===== config.mk =====
export PLATFORM = sky130hd
export DESIGN_NAME = u712_chip_ram_arbiter_flat
export DESIGN_NICKNAME = d
export VERILOG_FILES = /design/src/rtl/u712_chip_ram_arbiter_if.sv /design/src/rtl/u712_chip_ram_arbiter.sv /design/src/flat_wrapper.sv
export SDC_FILE = /design/constraint.sdc
export NUM_CORES = 1
export LEC_CHECK = 0
export ABC_CLOCK_PERIOD_IN_PS = 6800
export CELL_PAD_IN_SITES_DETAIL_PLACEMENT = 2
export CELL_PAD_IN_SITES_GLOBAL_PLACEMENT = 2
export CORE_ASPECT_RATIO = 0.6
export CORE_MARGIN = 4
export CORE_UTILIZATION = 30
export CTS_CLUSTER_DIAMETER = 30
export DETAILED_ROUTE_END_ITERATION = 7
export PLACE_DENSITY_LB_ADDON = 0.25
export SLEW_MARGIN = 5
export SYNTH_ARGS = -nofsm -noshare
export SYNTH_HDL_FRONTEND = slang
export SYNTH_SLANG_ARGS = --single-unit

===== constraint.sdc =====
create_clock -name CLK80 -period 6.8 [get_ports CLK80]
set_input_delay 1.36 -clock CLK80 [delete_from_list [all_inputs] [get_ports CLK80]]
set_output_delay 1.36 -clock CLK80 [all_outputs]
set_load 0.05 [all_outputs]

===== src/rtl/u712_chip_ram_arbiter_if.sv =====
// Request/dispatch bundle between the U712 chip-RAM arbiter and its
// requesters (Agnus DMA, CPU) and the SDRAM sequencer.
interface u712_chip_ram_arbiter_if;
    logic       CFG_DONE;
    logic       DMA_REQ;
    logic       DMA_WRITE;
    logic       DBR_ACTIVE;
    logic       CPU_REQ;
    logic       CPU_WRITE;
    logic       SEQ_DONE;
    logic       SEQ_START;
    logic [1:0] SEQ_OP;
    logic       SEQ_WRITE;
    logic       CPU_GRANT;
    logic [2:0] REF_PENDING;
    logic       BUSY;
    logic       DMA_OVERRUN;
    logic       REF_OVERRUN;
    logic       SEQ_TIMEOUT;

    // Requester/sequencer side: drives requests and completion.
    modport master (
        output CFG_DONE, DMA_REQ, DMA_WRITE, DBR_ACTIVE, CPU_REQ, CPU_WRITE, SEQ_DONE,
        input  SEQ_START, SEQ_OP, SEQ_WRITE, CPU_GRANT, REF_PENDING, BUSY,
               DMA_OVERRUN, REF_OVERRUN, SEQ_TIMEOUT
    );

    // Arbiter side: consumes requests, issues dispatch strobes.
    modport slave (
        input  CFG_DONE, DMA_REQ, DMA_WRITE, DBR_ACTIVE, CPU_REQ, CPU_WRITE, SEQ_DONE,
        output SEQ_START, SEQ_OP, SEQ_WRITE, CPU_GRANT, REF_PENDING, BUSY,
               DMA_OVERRUN, REF_OVERRUN, SEQ_TIMEOUT
    );
endinterface


===== src/rtl/u712_chip_ram_arbiter.sv =====
// U712 chip-RAM request arbiter: picks one of DMA / refresh / CPU per
// sequencer cycle, keeps CPU and refresh ops clear of the next Agnus slot,
// tracks owed refreshes and recovers from a hung sequencer.
// All state updates on the falling edge of CLK80.
module u712_chip_ram_arbiter #(
    parameter logic [9:0] REF_INTERVAL    = 10'd620,
    parameter logic [2:0] REF_DEBT_MAX    = 3'd4,
    parameter logic [7:0] DMA_SLOT_PERIOD = 8'd22,
    parameter logic [7:0] CPU_LEN         = 8'd7,
    parameter logic [7:0] REF_LEN         = 8'd5,
    parameter logic [7:0] TIMEOUT         = 8'd32
) (
    input logic                    CLK80,
    input logic                    RESET,
    u712_chip_ram_arbiter_if.slave bus
);

    typedef enum logic {
        ST_IDLE,
        ST_WAIT_DONE
    } state_e;

    typedef enum logic [1:0] {
        OP_NONE = 2'b00,
        OP_REF  = 2'b01,
        OP_CPU  = 2'b10,
        OP_DMA  = 2'b11
    } op_e;

    state_e     state;
    op_e        seq_op;
    logic       seq_start;
    logic       seq_write;
    logic       cpu_grant;
    logic       busy;
    logic       dma_overrun;
    logic       ref_overrun;
    logic       seq_timeout;
    logic [9:0] tick_cnt;
    logic [2:0] ref_pending;
    logic [7:0] slot_cnt;
    logic [7:0] wdog;
    logic       dma_pend;
    logic       dma_pend_wr;
    logic       cpu_armed;

    logic       tick_wrap;
    logic [7:0] remain;
    logic       cpu_fits;
    logic       ref_fits;
    op_e        disp_op;
    logic       disp_write;

    assign tick_wrap = (tick_cnt == REF_INTERVAL - 10'd1);
    assign remain    = (slot_cnt >= DMA_SLOT_PERIOD) ? 8'd0 : (DMA_SLOT_PERIOD - slot_cnt);
    assign cpu_fits  = !bus.DBR_ACTIVE || (remain > CPU_LEN);
    assign ref_fits  = !bus.DBR_ACTIVE || (remain > REF_LEN);

    // Pick the op to dispatch this clock, if any, in fixed priority order.
    always_comb begin
        // NOTE: defaults first so every path assigns both outputs and no latch is inferred.
        disp_op    = OP_NONE;
        disp_write = 1'b0;
        if (state == ST_IDLE && bus.CFG_DONE) begin
            if (bus.DMA_REQ || dma_pend) begin
                disp_op    = OP_DMA;
                disp_write = bus.DMA_REQ ? bus.DMA_WRITE : dma_pend_wr;
            end else if (ref_pending == REF_DEBT_MAX) begin
                disp_op = OP_REF;
            end else if (bus.CPU_REQ && cpu_armed && cpu_fits) begin
                disp_op    = OP_CPU;
                disp_write = bus.CPU_WRITE;
            end else if (ref_pending != 3'd0 && ref_fits) begin
                disp_op = OP_REF;
            end
        end
    end

    // Refresh tick counter and owed-refresh accounting.
    always_ff @(negedge CLK80) begin
        // NOTE: sequential state uses non-blocking assignments so all registers see pre-edge values.
        if (RESET) begin
            tick_cnt    <= 10'd0;
            ref_pending <= 3'd0;
            ref_overrun <= 1'b0;
        end else begin
            tick_cnt <= tick_wrap ? 10'd0 : tick_cnt + 10'd1;
            if (tick_wrap && disp_op != OP_REF) begin
                if (ref_pending != REF_DEBT_MAX)
                    ref_pending <= ref_pending + 3'd1;
            end else if (!tick_wrap && disp_op == OP_REF) begin
                ref_pending <= ref_pending - 3'd1;
            end
            if (tick_wrap && ref_pending == REF_DEBT_MAX)
                ref_overrun <= 1'b1;
        end
    end

    // Clocks since the last Agnus slot start, saturating.
    always_ff @(negedge CLK80) begin
        if (RESET)
            slot_cnt <= 8'd0;
        else if (bus.DMA_REQ)
            slot_cnt <= 8'd0;
        else if (slot_cnt != 8'hFF)
            slot_cnt <= slot_cnt + 8'd1;
    end

    // Hold a DMA request until it can be dispatched; flag lost requests.
    always_ff @(negedge CLK80) begin
        if (RESET) begin
            dma_pend    <= 1'b0;
            dma_pend_wr <= 1'b0;
            dma_overrun <= 1'b0;
        end else begin
            if (bus.DMA_REQ) begin
                dma_pend_wr <= bus.DMA_WRITE;
                if (dma_pend)
                    dma_overrun <= 1'b1;
            end
            if (disp_op == OP_DMA)
                dma_pend <= 1'b0;
            else if (bus.DMA_REQ)
                dma_pend <= 1'b1;
        end
    end

    // Re-arm CPU dispatch only after the held request has been dropped.
    always_ff @(negedge CLK80) begin
        if (RESET)
            cpu_armed <= 1'b1;
        else if (disp_op == OP_CPU)
            cpu_armed <= 1'b0;
        else if (!bus.CPU_REQ)
            cpu_armed <= 1'b1;
    end

    // Dispatch FSM with registered strobes and watchdog.
    always_ff @(negedge CLK80) begin
        if (RESET) begin
            state       <= ST_IDLE;
            seq_start   <= 1'b0;
            seq_op      <= OP_NONE;
            seq_write   <= 1'b0;
            cpu_grant   <= 1'b0;
            busy        <= 1'b0;
            wdog        <= 8'd0;
            seq_timeout <= 1'b0;
        end else begin
            case (state)
                ST_IDLE: begin
                    seq_start <= 1'b0;
                    cpu_grant <= 1'b0;
                    busy      <= 1'b0;
                    if (disp_op != OP_NONE) begin
                        seq_start <= 1'b1;
                        seq_op    <= disp_op;
                        seq_write <= disp_write;
                        cpu_grant <= (disp_op == OP_CPU);
                        wdog      <= 8'd0;
                        state     <= ST_WAIT_DONE;
                    end
                end
                ST_WAIT_DONE: begin
                    seq_start <= 1'b0;
                    cpu_grant <= 1'b0;
                    if (bus.SEQ_DONE) begin
                        seq_op    <= OP_NONE;
                        seq_write <= 1'b0;
                        busy      <= 1'b0;
                        state     <= ST_IDLE;
                    end else if (wdog == TIMEOUT - 8'd1) begin
                        seq_timeout <= 1'b1;
                        seq_op      <= OP_NONE;
                        seq_write   <= 1'b0;
                        busy        <= 1'b0;
                        state       <= ST_IDLE;
                    end else begin
                        wdog <= wdog + 8'd1;
                        busy <= 1'b1;
                    end
                end
                default: state <= ST_IDLE;
            endcase
        end
    end

    assign bus.SEQ_START   = seq_start;
    assign bus.SEQ_OP      = seq_op;
    assign bus.SEQ_WRITE   = seq_write;
    assign bus.CPU_GRANT   = cpu_grant;
    assign bus.REF_PENDING = ref_pending;
    assign bus.BUSY        = busy;
    assign bus.DMA_OVERRUN = dma_overrun;
    assign bus.REF_OVERRUN = ref_overrun;
    assign bus.SEQ_TIMEOUT = seq_timeout;

endmodule


===== src/flat_wrapper.sv =====
// flat-port wrapper written by rule: the top's interface ports become plain ports
module u712_chip_ram_arbiter_flat 
#(
    parameter logic [9:0] REF_INTERVAL    = 10'd620,
    parameter logic [2:0] REF_DEBT_MAX    = 3'd4,
    parameter logic [7:0] DMA_SLOT_PERIOD = 8'd22,
    parameter logic [7:0] CPU_LEN         = 8'd7,
    parameter logic [7:0] REF_LEN         = 8'd5,
    parameter logic [7:0] TIMEOUT         = 8'd32
)
  (CLK80, RESET, bus_CFG_DONE, bus_DMA_REQ, bus_DMA_WRITE, bus_DBR_ACTIVE, bus_CPU_REQ, bus_CPU_WRITE, bus_SEQ_DONE, bus_SEQ_START, bus_SEQ_OP, bus_SEQ_WRITE, bus_CPU_GRANT, bus_REF_PENDING, bus_BUSY, bus_DMA_OVERRUN, bus_REF_OVERRUN, bus_SEQ_TIMEOUT);
  u712_chip_ram_arbiter_if bus_i ();
  input logic CLK80;
  input logic RESET;
  input wire logic [$bits(bus_i.CFG_DONE)-1:0] bus_CFG_DONE;
  input wire logic [$bits(bus_i.DMA_REQ)-1:0] bus_DMA_REQ;
  input wire logic [$bits(bus_i.DMA_WRITE)-1:0] bus_DMA_WRITE;
  input wire logic [$bits(bus_i.DBR_ACTIVE)-1:0] bus_DBR_ACTIVE;
  input wire logic [$bits(bus_i.CPU_REQ)-1:0] bus_CPU_REQ;
  input wire logic [$bits(bus_i.CPU_WRITE)-1:0] bus_CPU_WRITE;
  input wire logic [$bits(bus_i.SEQ_DONE)-1:0] bus_SEQ_DONE;
  output wire logic [$bits(bus_i.SEQ_START)-1:0] bus_SEQ_START;
  output wire logic [$bits(bus_i.SEQ_OP)-1:0] bus_SEQ_OP;
  output wire logic [$bits(bus_i.SEQ_WRITE)-1:0] bus_SEQ_WRITE;
  output wire logic [$bits(bus_i.CPU_GRANT)-1:0] bus_CPU_GRANT;
  output wire logic [$bits(bus_i.REF_PENDING)-1:0] bus_REF_PENDING;
  output wire logic [$bits(bus_i.BUSY)-1:0] bus_BUSY;
  output wire logic [$bits(bus_i.DMA_OVERRUN)-1:0] bus_DMA_OVERRUN;
  output wire logic [$bits(bus_i.REF_OVERRUN)-1:0] bus_REF_OVERRUN;
  output wire logic [$bits(bus_i.SEQ_TIMEOUT)-1:0] bus_SEQ_TIMEOUT;
  assign bus_i.CFG_DONE = bus_CFG_DONE;
  assign bus_i.DMA_REQ = bus_DMA_REQ;
  assign bus_i.DMA_WRITE = bus_DMA_WRITE;
  assign bus_i.DBR_ACTIVE = bus_DBR_ACTIVE;
  assign bus_i.CPU_REQ = bus_CPU_REQ;
  assign bus_i.CPU_WRITE = bus_CPU_WRITE;
  assign bus_i.SEQ_DONE = bus_SEQ_DONE;
  assign bus_SEQ_START = bus_i.SEQ_START;
  assign bus_SEQ_OP = bus_i.SEQ_OP;
  assign bus_SEQ_WRITE = bus_i.SEQ_WRITE;
  assign bus_CPU_GRANT = bus_i.CPU_GRANT;
  assign bus_REF_PENDING = bus_i.REF_PENDING;
  assign bus_BUSY = bus_i.BUSY;
  assign bus_DMA_OVERRUN = bus_i.DMA_OVERRUN;
  assign bus_REF_OVERRUN = bus_i.REF_OVERRUN;
  assign bus_SEQ_TIMEOUT = bus_i.SEQ_TIMEOUT;
  u712_chip_ram_arbiter #(.REF_INTERVAL(REF_INTERVAL), .REF_DEBT_MAX(REF_DEBT_MAX), .DMA_SLOT_PERIOD(DMA_SLOT_PERIOD), .CPU_LEN(CPU_LEN), .REF_LEN(REF_LEN), .TIMEOUT(TIMEOUT)) u_core (.CLK80(CLK80), .RESET(RESET), .bus(bus_i));
endmodule

==> impl_results.md <==
- Yosys warns: 0
- Worst setup path category: in -> reg
- Non-Filler Instances: 402
- Main synth FF type: dfxtp_1
- Maximum capacitance violations: 0
- Worst path cell trace: dlygate4sd2_1 -> nor3_4 -> o311ai_1 -> buf_4 -> a31oi_4 -> nand2b_4 -> fa_1 -> nor2b_4 -> o21ai_2 -> mux2_4 -> o22ai_2
- Initial antenna violation count: 0
- Leak Pwr: 0.00123 uW
- Core ar.: 6680 um^2
- Final hold violation count: 0
- Clk_lat worst skew: 380 ps
- Worst slack, placed: -629 ps
- Worst setup margin: 116 ps
- CP Capture Type: flop
- Drt wl/cell: 15.3 um
- Area Overhead vs Synth: 37.7%
- IO Count: 21
- Fillers: 752
- Worst-path clk slew: 40 ps
- Multi-input logic area: 1190 um^2
- Crit path max fanout: 2
- Post-Syn Instances: 235
- Placed cell area: 2450 um^2
- Grt ovf: 0
- Most common cell after layout, fill and taps aside: inv_1
- Netlist Area Pre-Place: 2060 um^2
- Number of diodes: 0
- Commonest cells after routing, fill and taps aside: inv_1, dfxtp_1, nor2_1
- Largest net degree at the start of global routing: 14
- Nets: 328
- GR Layer Usage met3: 5.08%
- Number of global-route vias before repair: 2334
- CP max-delay cell: fa_1
- Register area: 841 um^2
- Worst slew pin tran: 997 ps
- Initial core utilization: 30.8%
- Detailed-route via count: 1967
- CTS sink cnt: 42
- Critical path's largest stage delay: 570 ps
- Max_slew headroom: 33.0%
- Setup violators final: 0
- RSZ-0062 raised after global routing: no
- CTS buffer count: 5
- Routed Antenna Nets: 0
- Max H-tree Level: 2
- First-pass iteration count of the detailed router: 4
- Final Wtd Congestion: 0.745
- Finished Cell Area: 2830 um^2
- Top delay family on crit path: adder cells
- WP buf/inv: 2
- GRT Util Overall: 16.2%
- Pwr Total: 703 uW
- Final wirelength: 6150 um
- Number of enable flip-flop cells after synthesis: 0
- Setup Skew: 24.2 ps
- CP Data Required Time: 3680 ps
- FFs w/ async S/R, synth: 0%
- Starting DRC count in detailed routing: 58
- Post-DP HPWL: 4120 um
- Via density: 4.89
- Unique masters post-synth: 49
- Die H: 72.1 um
- Post-Syn Nets: 249
- Met2 GRT Util: 24.0%
- Placed insts: 350
- Die area: 8280 um^2
- CTS tree: yes
- Part of the Yosys area used for sequential elements: 40.9%
- CP Launch Type: input port
- Status: complete, no violations
- Gr busiest metal: met2
- Arrival time at the worst endpoint: 3570 ps
- Hold WC Path Type: reg -> reg
- PD cells: 248 nW/um^2
- First-pass GRT wire length: 10800 um
- Die Wd: 115 um
- Maximum VDD drop: 0.113 mV
- CTS Buffer Depth: 2
- Post-route DRC: 0
- Core Rows: 23
- Seq cells post-synth: 42
- Avg Inst Size Synth: 8.75 um^2
- Met1 Use GR: 21.0%
- Finished Core Util: 42.4%
- Root Driver: clkbuf_16
- Slew Viols, Final: 0
- Port bufs: 20
- Share of layout cells above drive strength 1: 15.6%
==> state kept, by name, indices dropped and copies added, names as in the netlist, 2 cells and up <==
name and cells:
u_core.tick_cnt 10, u_core.wdog 8, u_core.slot_cnt 8, u_core.bus.REF_PENDING 3, u_core.bus.SEQ_OP 2
==> cell usage after synthesis (all sizes together) (2+ instances only) <==
cell	number	share of area [%]
a31oi	6	2.6
nand4	2	0.61
clkbuf	4	0.73
nor3b	2	0.97
o21ai	7	1.7
nand3b	2	0.73
nand3	10	2.4
buf	3	1.6
nor3	9	2.2
nor2	37	6.8
nor4	4	1.8
a21oi	7	1.7
nand2	20	3.7
xnor2	9	3.8
xor2	7	3.0
and2	3	0.91
mux2i	3	1.5
and3	2	0.61
o22ai	5	2.1
dfxtp	42	41
nor2b	5	1.5
mux2	3	1.6
or3	2	0.61
ha	4	2.4
nand2b	7	2.1
or2	4	1.2
inv	11	2.0
==> through the flow <==
stage / hold slack (ps) / TNS (ps)
2_1_floorplan: 430 / -0.199
3_3_place_gp: 449 / -3270
3_5_place_dp: 474 / -3420
4_1_cts: 475 / 0
5_1_grt: 506 / 0
6_report: 466 / 0
==> final timing paths <==
check | slack [ps] | startpoint | to | cells after the start
worst min-delay path | 470 | u_core.tick_cnt[0] | u_core.tick_cnt[0] | 1
worst min register to register | 470 | u_core.tick_cnt[0] | u_core.tick_cnt[0] | 1
worst max register to register | 3750 | u_core.bus.REF_PENDING[0] | u_core.bus.REF_PENDING[1] | 11
worst max-delay path | 120 | bus_DBR_ACTIVE | u_core.bus.REF_PENDING[1] | 11
==> what timing repair did <==
item                                    CTS  global route
hold buffers                              0             0
setup buffers                             2             1
pin swaps                                 4             4
endpoints found under the hold margin     0             0
endpoints found under the setup margin    2             2
resized for setup                         7             8
==> cell families (layout without fill, tap and decap cells) <==
group / after synthesis / after routing / synth area share, %
DFF: 42 / 42 / 40.9
and+or+nand+nor: 110 / 110 / 26.7
adders and majority gates: 5 / 5 / 3.41
AOI/OAI and AO/OA: 38 / 38 / 14.7
muxes: 6 / 6 / 3.10
xor gates and xnor gates: 16 / 16 / 6.82
buffers and inverters: 18 / 98 / 4.38
==> where the power goes <==
part | internal (uW) | total, uW | switching (uW)
clock | 206 | 381 | 174
sequential | 255 | 261 | 6.07
combinational | 27.1 | 61.9 | 34.8
total | 488 | 703 | 215
==> cell type report <==
class,instances,area share [%]
multi-input combinational,175,41.9
clock buffer,5,4.42
sequential,42,29.7
timing repair buffer,38,11.7
inverter,10,1.33
clock inverter,45,7.11
tap,87,3.84
==> worst reg2reg max path: cells and delay by family (launching register included) <==
kind	cells	cell delay, ps
AND/OR/NAND/NOR	4	1220
AO/OA/AOI/OAI	3	450
adder cells (fa/ha/maj)	1	400
flip-flops	1	360
buffers and inverters	2	310
multiplexers	1	160
==> per-layer routing <==
layer  part of all wire [%]  wire [um]  up-vias
met5                      0          0        -
li1                       -          -      968
met1                     51       3150      938
met2                     42       2600       47
met4                    2.0        120        0
met3                    4.6        285       14
No activity file was read; power rests on OpenSTA's default activity.
